==> src/rtl/pipe_ctrl_pkg.sv <==
// Shared types and constants for the pipeline hazard/trap sequencer.
package pipe_ctrl_pkg;

  localparam int unsigned XLEN_DEF         = 64;
  localparam int unsigned DRAIN_CYCLES_DEF = 3;

  localparam int unsigned CAUSE_ILLEGAL    = 2;
  localparam int unsigned CAUSE_BREAKPOINT = 3;
  localparam int unsigned CAUSE_ECALL_M    = 11;

  typedef enum logic [1:0] {
    PC_RUN   = 2'd0,
    PC_DRAIN = 2'd1,
    PC_TRAP  = 2'd2
  } pc_state_e;

endpackage

==> src/rtl/pipe_ctrl.sv <==
// Hazard and trap sequencer: per-stage stall/flush/bubble controls, PC redirect,
// and precise trap/mret entry after draining EX/MEM/WB.
module pipe_ctrl
  import pipe_ctrl_pkg::*;
#(
  parameter int unsigned XLEN         = XLEN_DEF,
  parameter int unsigned DRAIN_CYCLES = DRAIN_CYCLES_DEF
) (
  input  logic            clk,
  input  logic            rst_n,
  input  logic            id_valid_i,
  input  logic [XLEN-1:0] id_pc_i,
  input  logic [31:0]     id_instr_i,
  input  logic            id_load_use_i,
  input  logic            id_ecall_i,
  input  logic            id_ebreak_i,
  input  logic            id_mret_i,
  input  logic            id_ilegl_instr_i,
  input  logic            ex_redirect_i,
  input  logic [XLEN-1:0] ex_redirect_pc_i,
  input  logic            mem_busy_i,
  input  logic [XLEN-1:0] csr_mtvec_i,
  input  logic [XLEN-1:0] csr_mepc_i,
  output logic            pc_stall_o,
  output logic            if_id_stall_o,
  output logic            id_ex_stall_o,
  output logic            ex_mem_stall_o,
  output logic            if_id_flush_o,
  output logic            id_ex_bubble_o,
  output logic            pc_redirect_o,
  output logic [XLEN-1:0] pc_target_o,
  output logic            trap_o,
  output logic [XLEN-1:0] trap_cause_o,
  output logic [XLEN-1:0] trap_epc_o,
  output logic [XLEN-1:0] trap_tval_o,
  output logic            mret_o,
  output logic            busy_o
);

  localparam int unsigned CNT_W = $clog2(DRAIN_CYCLES + 1);

  pc_state_e       state_q, state_d;
  logic [CNT_W-1:0] cnt_q, cnt_d;
  logic [XLEN-1:0] epc_q, epc_d;
  logic [XLEN-1:0] cause_q, cause_d;
  logic [XLEN-1:0] tval_q, tval_d;
  logic            mret_q, mret_d;
  logic            id_exc;

  assign id_exc = id_valid_i &
                  (id_ilegl_instr_i | id_ecall_i | id_ebreak_i | id_mret_i);

  // State and captured trap context
  always_ff @(posedge clk) begin
    if (!rst_n) begin
      state_q <= PC_RUN;
      cnt_q   <= '0;
      epc_q   <= '0;
      cause_q <= '0;
      tval_q  <= '0;
      mret_q  <= 1'b0;
    end else begin
      state_q <= state_d;
      cnt_q   <= cnt_d;
      epc_q   <= epc_d;
      cause_q <= cause_d;
      tval_q  <= tval_d;
      mret_q  <= mret_d;
    end
  end

  // Next-state and combinational pipeline controls
  always_comb begin
    state_d        = state_q;
    cnt_d          = cnt_q;
    epc_d          = epc_q;
    cause_d        = cause_q;
    tval_d         = tval_q;
    mret_d         = mret_q;
    pc_stall_o     = 1'b0;
    if_id_stall_o  = 1'b0;
    id_ex_stall_o  = 1'b0;
    ex_mem_stall_o = 1'b0;
    if_id_flush_o  = 1'b0;
    id_ex_bubble_o = 1'b0;
    pc_redirect_o  = 1'b0;
    pc_target_o    = '0;
    trap_o         = 1'b0;
    trap_cause_o   = '0;
    trap_epc_o     = '0;
    trap_tval_o    = '0;
    mret_o         = 1'b0;
    busy_o         = (state_q != PC_RUN);

    case (state_q)
      PC_RUN: begin
        if (mem_busy_i) begin
          pc_stall_o     = 1'b1;
          if_id_stall_o  = 1'b1;
          id_ex_stall_o  = 1'b1;
          ex_mem_stall_o = 1'b1;
        end else if (ex_redirect_i) begin
          // ID holds a wrong-path instruction, so its flags are dropped
          pc_redirect_o  = 1'b1;
          pc_target_o    = ex_redirect_pc_i;
          if_id_flush_o  = 1'b1;
          id_ex_bubble_o = 1'b1;
        end else if (id_exc) begin
          pc_stall_o     = 1'b1;
          if_id_stall_o  = 1'b1;
          id_ex_bubble_o = 1'b1;
          state_d        = PC_DRAIN;
          cnt_d          = CNT_W'(DRAIN_CYCLES);
          epc_d          = id_pc_i;
          mret_d         = 1'b0;
          if (id_ilegl_instr_i) begin
            cause_d = XLEN'(CAUSE_ILLEGAL);
            tval_d  = XLEN'(id_instr_i);
          end else if (id_ebreak_i) begin
            cause_d = XLEN'(CAUSE_BREAKPOINT);
            tval_d  = id_pc_i;
          end else if (id_ecall_i) begin
            cause_d = XLEN'(CAUSE_ECALL_M);
            tval_d  = '0;
          end else begin
            mret_d  = 1'b1;
            cause_d = '0;
            tval_d  = '0;
          end
        end else if (id_valid_i && id_load_use_i) begin
          pc_stall_o     = 1'b1;
          if_id_stall_o  = 1'b1;
          id_ex_bubble_o = 1'b1;
        end
      end

      PC_DRAIN: begin
        pc_stall_o     = 1'b1;
        if_id_stall_o  = 1'b1;
        id_ex_bubble_o = 1'b1;
        if (!mem_busy_i) begin
          cnt_d = cnt_q - CNT_W'(1);
          if (cnt_q == CNT_W'(1)) begin
            state_d = PC_TRAP;
          end
        end
      end

      PC_TRAP: begin
        pc_redirect_o = 1'b1;
        if_id_flush_o = 1'b1;
        state_d       = PC_RUN;
        if (mret_q) begin
          mret_o      = 1'b1;
          pc_target_o = csr_mepc_i;
        end else begin
          trap_o       = 1'b1;
          pc_target_o  = csr_mtvec_i;
          trap_cause_o = cause_q;
          trap_epc_o   = epc_q;
          trap_tval_o  = tval_q;
        end
      end

      default: begin
        state_d = PC_RUN;
      end
    endcase
  end

endmodule

==> config.mk <==
export PLATFORM = sky130hd
export DESIGN_NAME = pipe_ctrl
export DESIGN_NICKNAME = d
export VERILOG_FILES = /design/src/rtl/pipe_ctrl_pkg.sv /design/src/rtl/pipe_ctrl.sv
export SDC_FILE = /design/constraint.sdc
export NUM_CORES = 1
export LEC_CHECK = 0
export CORE_AREA = 2 2 217 219
export DETAILED_ROUTE_END_ITERATION = 8
export DIE_AREA = 0 0 219 221
export HOLD_SLACK_MARGIN = 0.03
export PLACE_DENSITY = 0.5
export SLEW_MARGIN = 40
export SYNTH_ARGS = -nofsm -noshare
export SYNTH_HDL_FRONTEND = slang
export SYNTH_SLANG_ARGS = --single-unit
==> constraint.sdc <==
create_clock -name clk -period 1.9 [get_ports clk]
set_clock_uncertainty 0.1 [all_clocks]
set_input_delay 0.285 -clock clk [delete_from_list [all_inputs] [get_ports clk]]
set_output_delay 0.285 -clock clk [all_outputs]
set_load 0.1 [all_outputs]
# Word-level counts from Yosys, hierarchy flattened
# Index checks and enable logic that the tools add are counted.
# classes
addsub	1
n_eq_ne	8
n_mux	46
bitwise	6
n_reduce_logical	7
# op_table
cell	count
$mux 64	11
$pmux 64 s2	1
$mux 2	9
$mux 1	17
$mux 4	3
$ne 2x2->1 const B	5
$reduce_and 5->1	2
$pmux 2 s2	2
$pmux 1 s2	3
$eq 2x1->1 const B	2
$reduce_and 4->1	1
$reduce_bool 2->1	2
$or 1x1->1	3
$eq 2x2->1 const B	1
$logic_not 2->1	1
$not 1->1	2
$sub 2x1->2 const B	1
$and 1x1->1	1
$logic_and 1x1->1	1
# word_totals
regBits	197
inputBits	298
out_inout_bits	266
word_cells	74

# Longest topological paths before layout
# Gate-level depths: netlist of the first run.
# logic_depth
ltp_word	8
depth_mapped	7
mapped_depth_nobuf	5

# Worst setup path before layout of the first run
# No wires, ideal clock.
# synth_path
path_type	input port to output port
from	input mem_busy_i
to	output pc_stall_o
arrival_time_ns	3.338
t_required_ns	1.515
path_slack_ns	-1.823
stages	6
n_path_buf	4
path_cell_list	clkbuf_1 > inv_1 > clkbuf_1 > buf_1 > a31oi_1 > buf_4
# synth_between
elab_chain_cells	2
# synth_rtl
item	line	rtl
start: declaration	pipe_ctrl.sv:21	input logic mem_busy_i,
$mux 1	--	
$pmux 1 s2	--	
end: declaration	pipe_ctrl.sv:24	output logic pc_stall_o,
# Every way passes these cells.

# Worst setup path after layout of the first run
# layout_path
from	register state_q[0]
to	output pc_target_o[2]
# layout_between
elab_chain_cells	2
word_cells_on_any_way	3
cone_classes	eq/ne (1); mux (1); reduce/logical (1)
# layout_rtl
item	line	rtl
start: declaration	pipe_ctrl.sv:42	pc_state_e state_q, state_d;
start signal: assignment	pipe_ctrl.sv:63	state_q <= state_d;
$eq 2x2->1 or $logic_not 2->1 (tied branches)	pipe_ctrl.sv:95	case (state_q)
$pmux 64 s2 (*)	pipe_ctrl.sv:95	
end: declaration	pipe_ctrl.sv:31	output logic [XLEN-1:0] pc_target_o,
# Every way passes the cells marked *; elsewhere a longest branch is shown, timed or not.

==> flow_metrics.tcl, run 1 <==
set metrics [dict create \
    wl_um 53000 \
    worst_slack_ns -0.613 \
    p_leak_nw 7.89 \
    end_kind "output pin" \
    area_growth_syn_to_layout_pct 127 \
    track_usage_pct 20.1 \
    start_util_pct 18.0 \
    fp.dieW_um 219 \
    arrival_ns 2.13 \
    overflow 0 \
    dpl.cell_count 2117 \
    drive_above_1_share_pct 38.4 \
    first_pass_iters 6 \
    route.met3.wl_um 3650 \
    cts.reportedPaths.clkPinSlew_ns 0.06 \
    reg2reg_to "epc_q[26]$_SDFFE_PN0P_" \
    crit_family "buffers and inverters" \
    rows 79 \
    drv_cap 0 \
    htreeDepth 4 \
    grt_pass1_wl_um 70400 \
    netlist_area_um2 8290 \
    cp_num_cells 8 \
    period_needed_ns 2.51 \
    post-route-period-util_pct 132 \
    powerDensity_nw_per_um2 518 \
    ys_warn_count 0 \
    critPathRequiredTime_ns 1.51 \
    worstSetupEndpoint "pc_target_o[2]" \
    core_um2 46100 \
    holdBufCountCts 0 \
    critPathSlowestCell "dfxtp_4" \
    met1Wirelength_um 18400 \
    path_max_fanout 8 \
    synth-async-reset-ratio_pct 0 \
    antenna_left 0 \
    cp_num_buf_inv 6 \
    dp_hpwl_um 37200 \
    drt_iter0_markers 732 \
    worst_setup_path_start_kind "flip-flop" \
    startpoint "state_q[0]$_SDFFE_PN0P_" \
    slew_violations 0 \
    clock_sinks 136 \
    wl_per_cell_um 24.0 \
    gp_congestion 0.917 \
    yosysUniqueCellTypes 40 \
    crit_path_cell_trace "buf_6 > nor4b_4 > buf_12 > buf_8 > buf_16 > a222oi_1 > inv_2 > buf_12" \
    grt_pass1_vias 9775 \
    cpPeakStageDelay_ns 0.36 \
    die_h_um 221 \
    clk_latency_ns 0.44 \
    cts-buffers-inserted 17 \
    die_area_um2 48400 \
    pin_count 564 \
    tightest_slew_ns 0.610 \
    root_buffer "clkbuf_16" \
    cp_common_cell "buf_12" \
    via_per_inst 4.52 \
    violations "setup timing" \
    peakVddDrop_mv 0.406 \
    num_vias 9962 \
    ff2ff_path_depth 9 \
    slew_headroom_pct 59.3 \
    avgSynthCellArea_um2 8.05 \
    antenna_found_initial 10 \
    cts_tree "built" \
    final_util_pct 40.9 \
    synth_area_leaders "dfxtp_1, mux2i_1, and2_1" \
    wl_met2_um 28000 \
    r2r_slack_ns -0.29 \
    synth_top_area_cell "dfxtp_1" \
    path_class "flip-flop to output pin" \
    grt_max_degree 66 \
    most-common-layout-cells "clkdlybuf4s50_1, buf_12, nand2_1" \
    yosys_most_used_dff "dfxtp_1" \
    regToRegStartpoint "state_q[0]$_SDFFE_PN0P_" \
    synth_top_cell_area_share_pct 32.8 \
    hold_viol 0 \
    layout_commonest_cell "clkdlybuf4s50_1" \
    hp-class "input pin to flip-flop" \
    seq_area_frac_synth_pct 32.8 \
    final-setup-viol-count 270 \
    clockBufferDepth 2 \
    fmax_mhz 398 \
    synth_edf_count 0 \
    outcome "finished with violations" \
    grt_setup_unrepaired "true" \
    netlist_instances 1030 \
    port_buffers 502 \
    drc 0 \
    fin_cells 2204 \
    top_layer "met5" \
    ys_seq_elements 136 \
    finalNetCount 1883 \
]
cells by family after synthesis:
group	count (synthesis)	share of synthesized area (%)
muxes	97	11.7
other	1	0.0452
and+or+nand+nor	417	26.0
buffers and inverters	236	14.6
AOI/OAI and AO/OA	142	14.6
adders and majority gates	1	0.151
DFF	136	32.8
what timing repair did:
| item | in CTS | in global routing |
|---|---|---|
| endpoints found under the hold margin | 0 | 0 |
| gates cloned | 26 | 15 |
| endpoints found under the setup margin | 269 | 336 |
| gates resized for setup | 68 | 56 |
| buffers inserted | 34 | 17 |
| pin swaps | 107 | 57 |
cell type report:
cell class / count / area, um^2
fill: 4479 / 27200
timing repair buffer: 642 / 9310
multi-input combinational: 718 / 5150
sequential: 136 / 2730
tap: 607 / 759
clock buffer: 20 / 457
inverter: 69 / 282
clock inverter: 9 / 150
antenna: 3 / 7.51
state kept, by name (all words and copies together), names as in the netlist:
register / cells
state_q: 2
cnt_q: 2
epc_q: 64
cause_q: 3
mret_q: 1
tval_q: 64
how the worst min path moves through the flow:
stage	startpoint	end	slack [ns]	cells past startpoint
global route	rst_n	cause_q[3]$_SDFFE_PN0P_	0.14	4
global placement	epc_q[19]$_SDFFE_PN0P_	epc_q[19]$_SDFFE_PN0P_	0.34	2
finish	rst_n	cause_q[3]$_SDFFE_PN0P_	0.12	4
floorplan	id_pc_i[32]	epc_q[32]$_SDFFE_PN0P_	0.32	2
CTS	rst_n	cause_q[3]$_SDFFE_PN0P_	0.10	4
detailed placement	epc_q[8]$_SDFFE_PN0P_	epc_q[8]$_SDFFE_PN0P_	0.35	2
cells in the mapped netlist, types with 2 or more instances:
cell and instances:
nand2_1 194, nor2b_1 3, a222oi_1 64, o21ai_0 2, buf_6 9, clkbuf_1 83
buf_1 3, nor4b_1 2, inv_1 68, nor3_1 5, dfxtp_1 136, nand3_1 33
and2_1 131, buf_4 66, nand3b_1 32, or4_1 2, a21oi_1 3, a31oi_1 35
nor2_1 5, mux2i_1 97, a311oi_1 32, buf_2 6, o21a_1 2
through the flow:
stage / hold slack (ns) / power [W] / area, um^2 / setup WS, ns / setup TNS [ns]
final: 0.118 / 0.00976 / 18900 / -0.613 / -114.07
after global placement: 0.343 / 0.00605 / 16700 / -0.459 / -73.92
after floorplan: 0.324 / 0.00482 / 9190 / -0.379 / -3.79
after global routing: 0.143 / 0.0100 / 18900 / -0.648 / -130.49
after CTS: 0.102 / 0.00975 / 18500 / -0.620 / -118.22
after detailed placement: 0.346 / 0.00605 / 16700 / -0.435 / -76.91
where the power goes:
part | switching [W] | internal [W] | leakage [nW]
Clock | 0.00130 | 0.00223 | 0.294
Combinational | 0.00192 | 0.00130 | 6.49
Sequential | 0.0000542 | 0.00295 | 1.11
Total | 0.00328 | 0.00648 | 7.89
per-layer routing:
metal | GRT usage, % | vias up
met2 | 37.5 | 488
li1 | - | 4576
met4 | 9.81 | 4
met1 | 21.0 | 4796
met3 | 4.55 | 98
met5 | 0 | -
worst register-to-register path, cell delays in order (launching register included):
cell and delay, ns:
dfxtp_4 0.36, buf_4 0.13, buf_6 0.12, or4b_4 0.52, nor3_4 0.21, buf_12 0.15
buf_12 0.14, buf_12 0.12, buf_16 0.11, mux2i_1 0.17
Note: power is estimated with default switching activity, not from simulation.
==> run 2, diff against run 1 <==
- TNS_END_PERCENT: unset -> 100
==> results of run 2 <==
Final layout, timing and power as in run 1 (identical DEF).
